`src/rtl/pipe_ctrl_pkg.sv`:
```
// Shared definitions for the pipeline hazard controller: FSM state
// encoding and the end-of-program sentinel instruction.
package pipe_ctrl_pkg;

    localparam logic [1:0] RUN      = 2'd0;
    localparam logic [1:0] MEM_WAIT = 2'd1;
    localparam logic [1:0] DRAIN    = 2'd2;
    localparam logic [1:0] HALT     = 2'd3;

    localparam logic [31:0] HALT_INST = 32'hFFFF_FFFF;

endpackage

```
`src/rtl/hazard_detect.sv`:
```
// Load-use hazard detector: flags when the load sitting in ID/EX writes a
// register that the instruction in IF/ID needs as a source.
module hazard_detect (
    input  logic       idex_mem_read,
    input  logic [4:0] idex_rt,
    input  logic [4:0] ifid_rs,
    input  logic [4:0] ifid_rt,
    input  logic       ifid_uses_rt,
    output logic       load_use
);

    // Register 0 is hardwired to zero, so a load targeting it never creates a dependency
    assign load_use = idex_mem_read && (idex_rt != 5'd0) &&
                      ((idex_rt == ifid_rs) || (ifid_uses_rt && (idex_rt == ifid_rt)));

endmodule

```
`src/rtl/pipe_hazard_ctrl.sv`:
```
// Central sequencer for the 5-stage pipeline registers. Produces PC / IF/ID
// enables, flush and bubble requests and the shared stage enable, and owns
// the end-of-program drain/halt and memory-timeout fault handling.
module pipe_hazard_ctrl
    import pipe_ctrl_pkg::*;
#(
    parameter int DRAIN_CYCLES = 4,
    parameter int MEM_TIMEOUT  = 64,
    parameter int CNT_W        = 16
) (
    input  logic             clk,
    input  logic             reset,
    input  logic [31:0]      if_inst,
    input  logic [4:0]       ifid_rs,
    input  logic [4:0]       ifid_rt,
    input  logic             ifid_uses_rt,
    input  logic             idex_mem_read,
    input  logic [4:0]       idex_rt,
    input  logic             branch_taken,
    input  logic             mem_busy,
    output logic             pc_write,
    output logic             ifid_write,
    output logic             ifid_flush,
    output logic             idex_bubble,
    output logic             pipe_en,
    output logic             halted,
    output logic             fault,
    output logic [CNT_W-1:0] stall_count
);

    localparam int TMO_W = $clog2(MEM_TIMEOUT + 1);
    localparam int DRN_W = (DRAIN_CYCLES > 1) ? $clog2(DRAIN_CYCLES) : 1;

    logic [1:0]       state, next_state;
    logic [DRN_W-1:0] drain_cnt, next_drain_cnt;
    logic [TMO_W-1:0] tmo_cnt, next_tmo_cnt;
    logic             set_fault;
    logic             load_use;
    logic             run_eval;
    logic             stall_inc;

    hazard_detect u_hazard_detect (
        .idex_mem_read (idex_mem_read),
        .idex_rt       (idex_rt),
        .ifid_rs       (ifid_rs),
        .ifid_rt       (ifid_rt),
        .ifid_uses_rt  (ifid_uses_rt),
        .load_use      (load_use)
    );

    // A MEM_WAIT cycle whose memory has just become ready behaves exactly like RUN
    assign run_eval = (state == RUN) || ((state == MEM_WAIT) && !mem_busy);

    // Zero-latency enables and next-state selection; reset forces the safe NOP-injecting pattern
    always_comb begin
        pc_write       = 1'b0;
        ifid_write     = 1'b0;
        ifid_flush     = 1'b0;
        idex_bubble    = 1'b0;
        pipe_en        = 1'b0;
        next_state     = state;
        next_drain_cnt = drain_cnt;
        next_tmo_cnt   = tmo_cnt;
        set_fault      = 1'b0;

        if (!reset) begin
            ifid_flush  = 1'b1;
            idex_bubble = 1'b1;
        end else if (run_eval) begin
            next_state = RUN;
            if (mem_busy) begin
                next_state   = MEM_WAIT;
                next_tmo_cnt = TMO_W'(1);
            end else if (branch_taken) begin
                // The younger instruction is squashed, so any load-use on it is moot
                pc_write    = 1'b1;
                ifid_write  = 1'b1;
                ifid_flush  = 1'b1;
                idex_bubble = 1'b1;
                pipe_en     = 1'b1;
            end else if (load_use) begin
                idex_bubble = 1'b1;
                pipe_en     = 1'b1;
            end else if (if_inst == HALT_INST) begin
                ifid_flush     = 1'b1;
                pipe_en        = 1'b1;
                next_state     = DRAIN;
                next_drain_cnt = '0;
            end else begin
                pc_write   = 1'b1;
                ifid_write = 1'b1;
                pipe_en    = 1'b1;
            end
        end else begin
            case (state)
                MEM_WAIT: begin
                    // Memory still busy here; give up after MEM_TIMEOUT consecutive busy cycles
                    next_tmo_cnt = tmo_cnt + TMO_W'(1);
                    if (tmo_cnt == TMO_W'(MEM_TIMEOUT - 1)) begin
                        next_state = HALT;
                        set_fault  = 1'b1;
                    end
                end
                DRAIN: begin
                    // A frozen pipe also freezes a resolving branch, so freeze takes precedence here too
                    if (!mem_busy && branch_taken) begin
                        pc_write    = 1'b1;
                        ifid_write  = 1'b1;
                        ifid_flush  = 1'b1;
                        idex_bubble = 1'b1;
                        pipe_en     = 1'b1;
                        next_state  = RUN;
                    end else begin
                        ifid_flush  = 1'b1;
                        idex_bubble = 1'b1;
                        pipe_en     = !mem_busy;
                        if (!mem_busy) begin
                            if (drain_cnt == DRN_W'(DRAIN_CYCLES - 1)) begin
                                next_state = HALT;
                            end else begin
                                next_drain_cnt = drain_cnt + DRN_W'(1);
                            end
                        end
                    end
                end
                default: begin
                    ifid_flush  = 1'b1;
                    idex_bubble = 1'b1;
                end
            endcase
        end
    end

    assign halted    = (state == HALT);
    assign stall_inc = reset && (state != HALT) && !pc_write;

    // FSM, drain/timeout counters, sticky fault and saturating stall counter
    always_ff @(posedge clk or negedge reset) begin
        if (!reset) begin
            state       <= RUN;
            drain_cnt   <= '0;
            tmo_cnt     <= '0;
            fault       <= 1'b0;
            stall_count <= '0;
        end else begin
            state     <= next_state;
            drain_cnt <= next_drain_cnt;
            tmo_cnt   <= next_tmo_cnt;
            if (set_fault) begin
                fault <= 1'b1;
            end
            if (stall_inc && (stall_count != {CNT_W{1'b1}})) begin
                stall_count <= stall_count + CNT_W'(1);
            end
        end
    end

endmodule

```
`config.mk`:
```
export PLATFORM = sky130hd
export DESIGN_NAME = pipe_hazard_ctrl
export DESIGN_NICKNAME = d
export VERILOG_FILES = /design/src/rtl/pipe_ctrl_pkg.sv /design/src/rtl/hazard_detect.sv /design/src/rtl/pipe_hazard_ctrl.sv
export SDC_FILE = /design/constraint.sdc
export NUM_CORES = 1
export LEC_CHECK = 0
export ABC_AREA = 1
export CAP_MARGIN = 20
export CELL_PAD_IN_SITES_DETAIL_PLACEMENT = 1
export CELL_PAD_IN_SITES_GLOBAL_PLACEMENT = 1
export CORE_ASPECT_RATIO = 0.7
export CORE_MARGIN = 2
export CORE_UTILIZATION = 34
export CTS_BUF_LIST = sky130_fd_sc_hd__clkbuf_8
export DETAILED_ROUTE_END_ITERATION = 16
export GPL_ROUTABILITY_DRIVEN = 0
export PLACE_DENSITY_LB_ADDON = 0.1
export SLEW_MARGIN = 25
export SYNTH_ARGS = -nofsm -noshare
export SYNTH_HDL_FRONTEND = slang
export SYNTH_SLANG_ARGS = --single-unit
```
`constraint.sdc`:
```
create_clock -name clk -period 4.3 [get_ports clk]
set_clock_uncertainty 0.2 [all_clocks]
set_input_delay 0.43 -clock clk [delete_from_list [all_inputs] [get_ports clk]]
set_output_delay 0.43 -clock clk [all_outputs]
set_load 0.05 [all_outputs]
```
Yosys cells after proc, flatten, opt, wreduce, memory -nomap -nowiden
Cells that the tools add are included.

Register bits after elaboration: 28. Input port bits: 53. Output and inout port bits: 23. Logic and storage cells: 100.

Add/sub/neg operators: 3. Eq/ne operators: 21. Muxes and demuxes: 51. Reduce and logical (&&, ||, !) cells: 20.

Operators with widths (number): 2-to-1 mux 2 bit (18); == test 32 bit (second input constant) (1); 2-to-1 mux 1 bit (29); 2-to-1 mux 7 bit (3); adder 16 x 1 -> 16 bit (second input constant) (1); != test 16 bit (second input constant) (1); != test 2 bit (second input constant) (7); == test 5 bit (2); AND reduction 9 bit (1); logical AND 1 bit (8); != test 4 bit (second input constant) (2); adder 7 x 1 -> 7 bit (second input constant) (1); == test 7 x 6 -> 1 bit (second input constant) (1); == test 2 bit (second input constant) (3); AND reduction 5 bit (1); nonzero test 5 bit (1); case mux 2 bit (2 select lines) (1); nonzero test 2 bit (2); != test 3 x 2 -> 1 bit (second input constant) (1); != test 3 bit (second input constant) (1); AND reduction 3 bit (1); nonzero test 3 bit (1); adder 2 x 1 -> 2 bit (second input constant) (1); == test 2 x 1 -> 1 bit (second input constant) (1); 4 further kinds (6).

Longest topological paths before layout
Gate-level depths: netlist of the first run.

Word-level depth: 12. Gate-level depth with buffers: 14. Depth with buffers taken out: 13.

Modules after synthesis
A second synthesis of the first run with hierarchy kept.

Cell total of the unflattened synthesis: 319. Area total of the unflattened synthesis: 2092.0 sq um.

By module, submodules not included: pipe_hazard_ctrl (times used 1, cells an instance 267, area an instance 1885.6 sq um); hazard_detect (times used 1, cells an instance 52, area an instance 206.4 sq um).

Worst setup path before layout of the first run
No wires, ideal clock.

Path type: input to output. Start point: input port mem_busy. End point: output port pc_write. Arrival: 1.884 ns. Data required time: 3.670 ns. Path slack: 1.786 ns. Cell stages on the path: 8. Path buffers: 3. Path through: buf_6 a21oi_4 inv_2 a21oi_4 nand2_8 buf_4 inv_1 buf_4.

Word-level cells in the longest chain between the ends: 6. Elaborated cells between the ends (all ways): 9. Classes of those cells: mux (5); reduce/logical (4).

Ends and longest elaborated chain: start, declared (RTL line pipe_hazard_ctrl.sv:20) `input logic mem_busy,`; logical NOT 1 bit; logical AND 1 bit (RTL line pipe_hazard_ctrl.sv:106) `if (!mem_busy && branch_taken) begin`; 2-to-1 mux 1 bit (2 in a row); 2-to-1 mux 1 bit * (2 in a row); end, declared (RTL line pipe_hazard_ctrl.sv:21) `output logic pc_write,`.

Every way passes the cells marked *; elsewhere a longest branch is shown, timed or not.

Final worst setup path of the first run
Start point: input port mem_busy. End point: output port pc_write.

Word-level cells in the longest chain between the ends: 6. Elaborated cells between the ends (all ways): 9. Classes of those cells: mux (5); reduce/logical (4).

Ends and longest elaborated chain: logical NOT 1 bit; logical AND 1 bit (RTL line pipe_hazard_ctrl.sv:106); 2-to-1 mux 1 bit (RTL line pipe_hazard_ctrl.sv:106); 2-to-1 mux 1 bit (RTL line pipe_hazard_ctrl.sv:95) `case (state)`; 2-to-1 mux 1 bit * (RTL line pipe_hazard_ctrl.sv:69) `end else if (run_eval) begin`; 2-to-1 mux 1 bit * (RTL line pipe_hazard_ctrl.sv:66) `if (!reset) begin`.

Marks and branches as above.

==> summary.md, run 1 <==
| Metric | Value |
|---|---|
| Post-Syn Area | 2160 um^2 |
| P per Cell Area | 380 nW/um^2 |
| CTS Buf Count | 3 |
| Port Buffers | 75 |
| Most frequent cells after synthesis | 97 x nand2_1, 36 x nor2_1, 29 x inv_1 |
| Critical path fanouts, max | 19 |
| Setup TNS | 0 ns |
| Starting density of the core | a little over a third |
| Part of the power in the clock network | around 14% |
| Crit path launch | mem_busy |
| Routed WL | 6050 um |
| Comb pwr share | 51.4% |
| Htree depth | 1 |
| Rel. slew slack | 63.5% |
| Pin count of the biggest net entering global routing | 21 |
| Switching share of total power | 45.8% |
| Number of synthesized flops with an enable pin | 0 |
| Post-synthesis cell type count | 36 |
| Hold buffer count at CTS | 0 |
| RSZ-0062 raised after global routing | false |
| Worst hold path depth | 1 |
| Multiplexer area fraction after synthesis | 0% |
| Layout area overhead | 40.4% |
| Syn_nets | 367 |
| FFs w/ async S/R, synth | 100% |
| R2R Setup Slk | 2.14 ns |
| Antenna violations before repair | 0 |
| Critical R2R Capture | stall_count[6] |
| 1st-iter DRT viols | 54 |
| Hold Path End | fault |
| P_leak | 0.00141 uW |
| Crit start category | primary input |
| Xor/xnor cell area share of the yosys netlist | under 10% |
| Max clock buf depth | 2 |
| Status | finished clean |
| Critical Path RT | 3.67 ns |
| CP Capture Type | output pin |
| Vias in the first global route | 2265 |
| Remaining DRCs | 0 |
| Main flop type after synthesis | dfrtp_1 |
| Worst-Margin Slew | 0.546 ns |
| First-pass GRT wire length | 10700 um |
| Antenna-violating nets left | 0 |
| Maxcap violations | 0 |
| Net Switching | 528 uW |
| Cell row count | 24 |
| Grt ovf | 0 |
| Main combinational cell family by area after synthesis | simple AND/OR/NAND/NOR gates |
| Max Transition Viols Final | 0 |
| Drt pass-1 iters | 4 |
| Path type of the worst setup path | in -> out |
| Crit share post-route | 78.2% |
| VDD IR max | 0.195 mV |
| Worst Path Arrival | 2.73 ns |
| Register area | ~700 um^2 |
| Internal power | 625 uW |
| Nets | 442 |
| Die height | around 70 um |
| GRT Total Usage | 18.3% |
| Clk_lat worst skew | 0.27 ns |
| Share of layout cells above drive strength 1 | about an eighth |
| Final-report setup violation count | 0 |
| Fin crit period | 3.36 ns |
| Most frequent cell after synthesis | nand2_1 |
| Area of the die | 7020 um^2 |
| Complex-gate fraction of the synthesized area | between 6 and 7% |
| FILL cells | between 800 and 900 |
| Reg2Reg Depth | 9 |
| Share of the synthesized area in the top cell type | 32.4% |
| Adder-Cell Fraction of Synth Area | 1.74% |
| CTS tree | yes |
| Root Driver | clkbuf_8 |
| Hold Vio Cnt, Final | 0 |
| Ranking of synthesized cells by area | dfrtp_1 32%, nand2_1 17%, nor2_1 6.3%, nand4_1 6.1%, inv_1 5.0% |
| Diode count | 0 |
| Simple-Gate Fraction of Synth Area | a little under half |
| Final HPWL DP | 5080 um |
| DR vias/cell | 4.82 |
| Synth area leader | dfrtp_1 |
| Syn Area/Cell | 6.95 um^2 |
| Worst Hold Class | reg -> reg |
| Core Area | 6190 um^2 |
| CTS sink count | 28 |
| Seq/Total Area, Yosys | 32.4% |
| Die Width | 99.3 um |
| Maximum clock rate | 298 MHz |
| Routed wire length per instance | 13.1 um |
| R2R Path Start | stall_count[0] |
| Mapped Cells | 311 |
| Clock transition at path regs | 0.09 ns |
| Routed vias | 2230 |
| Final core utilization | between 40% and 50% |
| Worst hold start | fault |
| Flops & latches, synth | 28 |
| Pwr Total | 1150 uW |
| Yosys warnings | 0 |
| Num ports | 76 |
| Post-CTS Setup Bufs | 0 |
| Multi-input gate area | 1260 um^2 |
| Post-cts sizing count | 0 |
| Proportion of power drawn by flip-flops and latches | 34.4% |
-- cell families (layout without fill, tap and decap cells) --
family	Yosys count	in the layout
compound gates	19	19
xor+xnor	13	13
fa+ha+maj	3	3
buf+inv	45	119
flops	28	28
simple gates	203	203
-- worst max path at each step --
| stage | slack (ns) | depth (start not counted) | to |
|---|---|---|---|
| 3_5_place_dp | 0.92 | 7 | pc_write |
| 6_report | 0.94 | 7 | pc_write |
| 3_3_place_gp | 0.94 | 6 | ifid_write |
| 4_1_cts | 0.92 | 6 | pc_write |
| 5_1_grt | 0.80 | 7 | pc_write |
| 2_1_floorplan | 1.79 | 8 | pc_write |
-- per-layer routing --
metal | track usage [%] | up-vias | routed length [um]
met5 | 0 | - | 0
met4 | 1.52 | 0 | 15
met3 | 2.96 | 2 | 230
met2 | 31.4 | 36 | 2800
met1 | 25.5 | 1046 | 3000
li1 | - | 1146 | -
-- critical path, cell delays in order --
cell and delay (ns):
clkdlybuf4s50_1 0.62, a21oi_4 0.31, inv_2 0.11, a21oi_4 0.23, nand2_8 0.14, inv_1 0.10
clkdlybuf4s50_1 0.80
-- registers in the layout, summed over array words and instances (netlist names) --
name	count
tmo_cnt	7
state	2
drain_cnt	2
fault	1
stall_count	16
-- cells in the final DEF (no fill, tap or decap), types with 4 or more instances in the layout --
cell type,n
nand2_1,97
dfrtp_1,28
a21oi_1,4
nand4_1,21
xor2_1,5
nand3_1,14
clkbuf_8,4
xnor2_1,8
inv_2,9
nor3_1,7
nor2_1,36
nand2_2,13
inv_1,29
clkdlybuf4s50_1,74
-- area by class of cell --
type	count	area share, %
Sequential cell	28	23.1
Timing Repair Buffer	77	25.6
Inverter	38	4.70
Multi-Input combinational cell	238	41.6
Tap cell	78	3.22
Clock buffer	4	1.81
-- stage by stage --
stage	cells	setup WS [ns]	instance area, um^2	hold slack (ns)
floorplan	311	1.79	2160	-0.0656
global placement	459	0.944	2980	0.261
detailed placement	459	0.922	2980	0.261
CTS	463	0.922	3040	0.293
global route	463	0.802	3040	0.329
finish	463	0.939	3040	0.290
-- power groups by stage --
stage	sequential, uW	clock [uW]	combinational, uW
final	397	163	593
after global routing	409	177	649
after CTS	396	166	599
after detailed placement	400	0	599
after global placement	398	0	584
after floorplan	457	0	344
(Power assumes the default switching activity.)
==> run 2: changes to the inputs <==
Settings changed: CORE_UTILIZATION 34 to 32.
Clock period 4.3 ns to 3.5 ns, I/O delays scaled along.
==> run 2 against run 1 <==
Final area grew 2.2%. Wire length grew 2.9%. Clock power grew 28%. Sequential share of layout area shrank 0.50 points. Clock-buffer cell count is the same.
==> summary.md, run 2 (synthesis results as in run 1) <==
| Metric | Value |
|---|---|
| Status | finished clean |
| Core Area | 6630 um^2 |
| Clk_lat worst skew | 0.28 ns |
| RSZ-0062 raised after global routing | false |
| Hold Vio Cnt, Final | 0 |
| Placed inst area | 3050 um^2 |
| Max clock buf depth | 2 |
| Critical Path RT | 2.95 ns |
| Post-CTS Setup Bufs | 0 |
| Starting density of the core | approximately 33% |
| Critical path fanouts, max | 19 |
| Routed wire length per instance | 13.0 um |
| Layout area overhead | 43.5% |
| Worst Path Arrival | around 2.1 ns |
| R2R Path Start | stall_count[0] |
| Reg2Reg Depth | 9 |
| First-pass GRT wire length | 10700 um |
| Grt ovf | 0 |
| CTS Buf Count | 3 |
| DP Cell Count | 476 |
| Most common cell after layout, fill and taps aside | nand2_1 |
| Post-route cell area | 3100 um^2 |
| Final-report setup violation count | 0 |
| Maximum clock rate | 371 MHz |
| Commonest cells after routing, fill and taps aside | 97 x nand2_1, 70 x clkdlybuf4s50_1, 36 x nor2_1 |
| Pwr Total | 1460 uW |
| Biggest regs | stall_count (16), tmo_cnt (7) |
| Largest Register | stall_count |
| Die Width | ~100 um |
| Pin count of the biggest net entering global routing | 20 |
| Num ports | 76 |
| Area of the die | 7440 um^2 |
| CTS tree | yes |
| P per Cell Area | 470 nW/um^2 |
| VDD IR max | 0.261 mV |
| Hold buffer count at CTS | 0 |
| Vias in the first global route | 2262 |
| Die height | around 73 um |
| Path type of the worst setup path | in -> out |
| Worst-Margin Slew | 0.508 ns |
| Remaining DRCs | 0 |
| Clock transition at path regs | 0.10 ns |
| R2R Setup Slk | 1.38 ns |
| Max Transition Viols Final | 0 |
| Antenna-violating nets left | 0 |
| DR vias/cell | 4.66 |
| Root Driver | clkbuf_8 |
| Nets | 443 |
| CTS sink count | 28 |
| Multi-input gate area | ~1300 um^2 |
| 1st-iter DRT viols | 75 |
| Routed WL | 6220 um |
| Setup TNS | 0 ns |
| Routed vias | between 2000 and 2500 |
| Fin crit period | 2.69 ns |
| Crit start category | primary input |
| FILL cells | 852 |
| Port Buffers | 75 |
| Worst Hold Class | in -> async |
| Largest register FFs | 16 |
| Rel. slew slack | approximately two thirds |
| Hold slack final | between 0.15 and 0.2 ns |
| Crit share post-route | 76.9% |
| Critical R2R Capture | stall_count[6] |
| Antenna violations before repair | 0 |
| P_leak | roughly 0.0014 uW |
| Maxcap violations | 0 |
| Register area | 701 um^2 |
| Diode count | 0 |
| Final HPWL DP | roughly 5200 um |
| Share of layout cells above drive strength 1 | 13.0% |
| Drt pass-1 iters | 4 |
| GRT Total Usage | 18.1% |
| Non-Filler Instances | 480 |
| CP Capture Type | output pin |
| Cell row count | 25 |
| Htree depth | 1 |
| Post-cts sizing count | 0 |
[run 2: changes by cell type in the layout (fill, tap and decap cells not counted)]
| cell | change |
|---|---|
| buf_12 | +4 |
| buf_4 | +1 |
| clkdlybuf4s50_1 | -4 |
[run 2: worst max path at each step]
stage,startpoint,to,slack [ns],cells after the start
after global routing,mem_busy,pc_write,0.71,7
after CTS,mem_busy,pc_write,0.79,7
after floorplan,mem_busy,pc_write,1.15,8
final,mem_busy,pc_write,0.81,7
after detailed placement,mem_busy,pc_write,0.79,7
after global placement,mem_busy,pc_write,0.92,7
[run 2: layout make-up]
type | instances | share of cell area [%]
multi-input combinational | 238 | 40.7
tap | 94 | 3.79
timing repair buffer | 78 | 26.5
sequential | 28 | 22.6
inverter | 38 | 4.60
clock buffer | 4 | 1.77
[run 2: layer usage]
| metal | GRT usage [%] | vias up | part of all wire (%) |
|---|---|---|---|
| li1 | - | 1145 | - |
| met1 | 26.2 | 1053 | 52 |
| met2 | 29.1 | 35 | 44 |
| met3 | 3.26 | 2 | 3.5 |
| met4 | 2.07 | 0 | 0.31 |
| met5 | 0 | - | 0 |
[run 2: power by group]
group | switching [uW] | internal [uW] | leakage [uW] | total, uW
clock | 107 | 101 | 0.0000288 | 208
sequential | 93.4 | 390 | 0.000376 | 483
combinational | 463 | 305 | 0.00103 | 768
[run 2: through the flow]
| step | utilization, % | setup WS, ns |
|---|---|---|
| 2_1_floorplan | - | 1.15 |
| 3_3_place_gp | 46.0 | 0.916 |
| 3_5_place_dp | 46.0 | 0.792 |
| 4_1_cts | 46.8 | 0.789 |
| 5_1_grt | 46.8 | 0.710 |
| 6_report | 46.8 | 0.808 |
[run 2: critical path: stages]
cell and delay, ns:
clkdlybuf4s50_1 0.64, a21oi_4 0.32, inv_2 0.11, a21oi_4 0.24, nand2_8 0.14, inv_1 0.18, buf_12 0.16
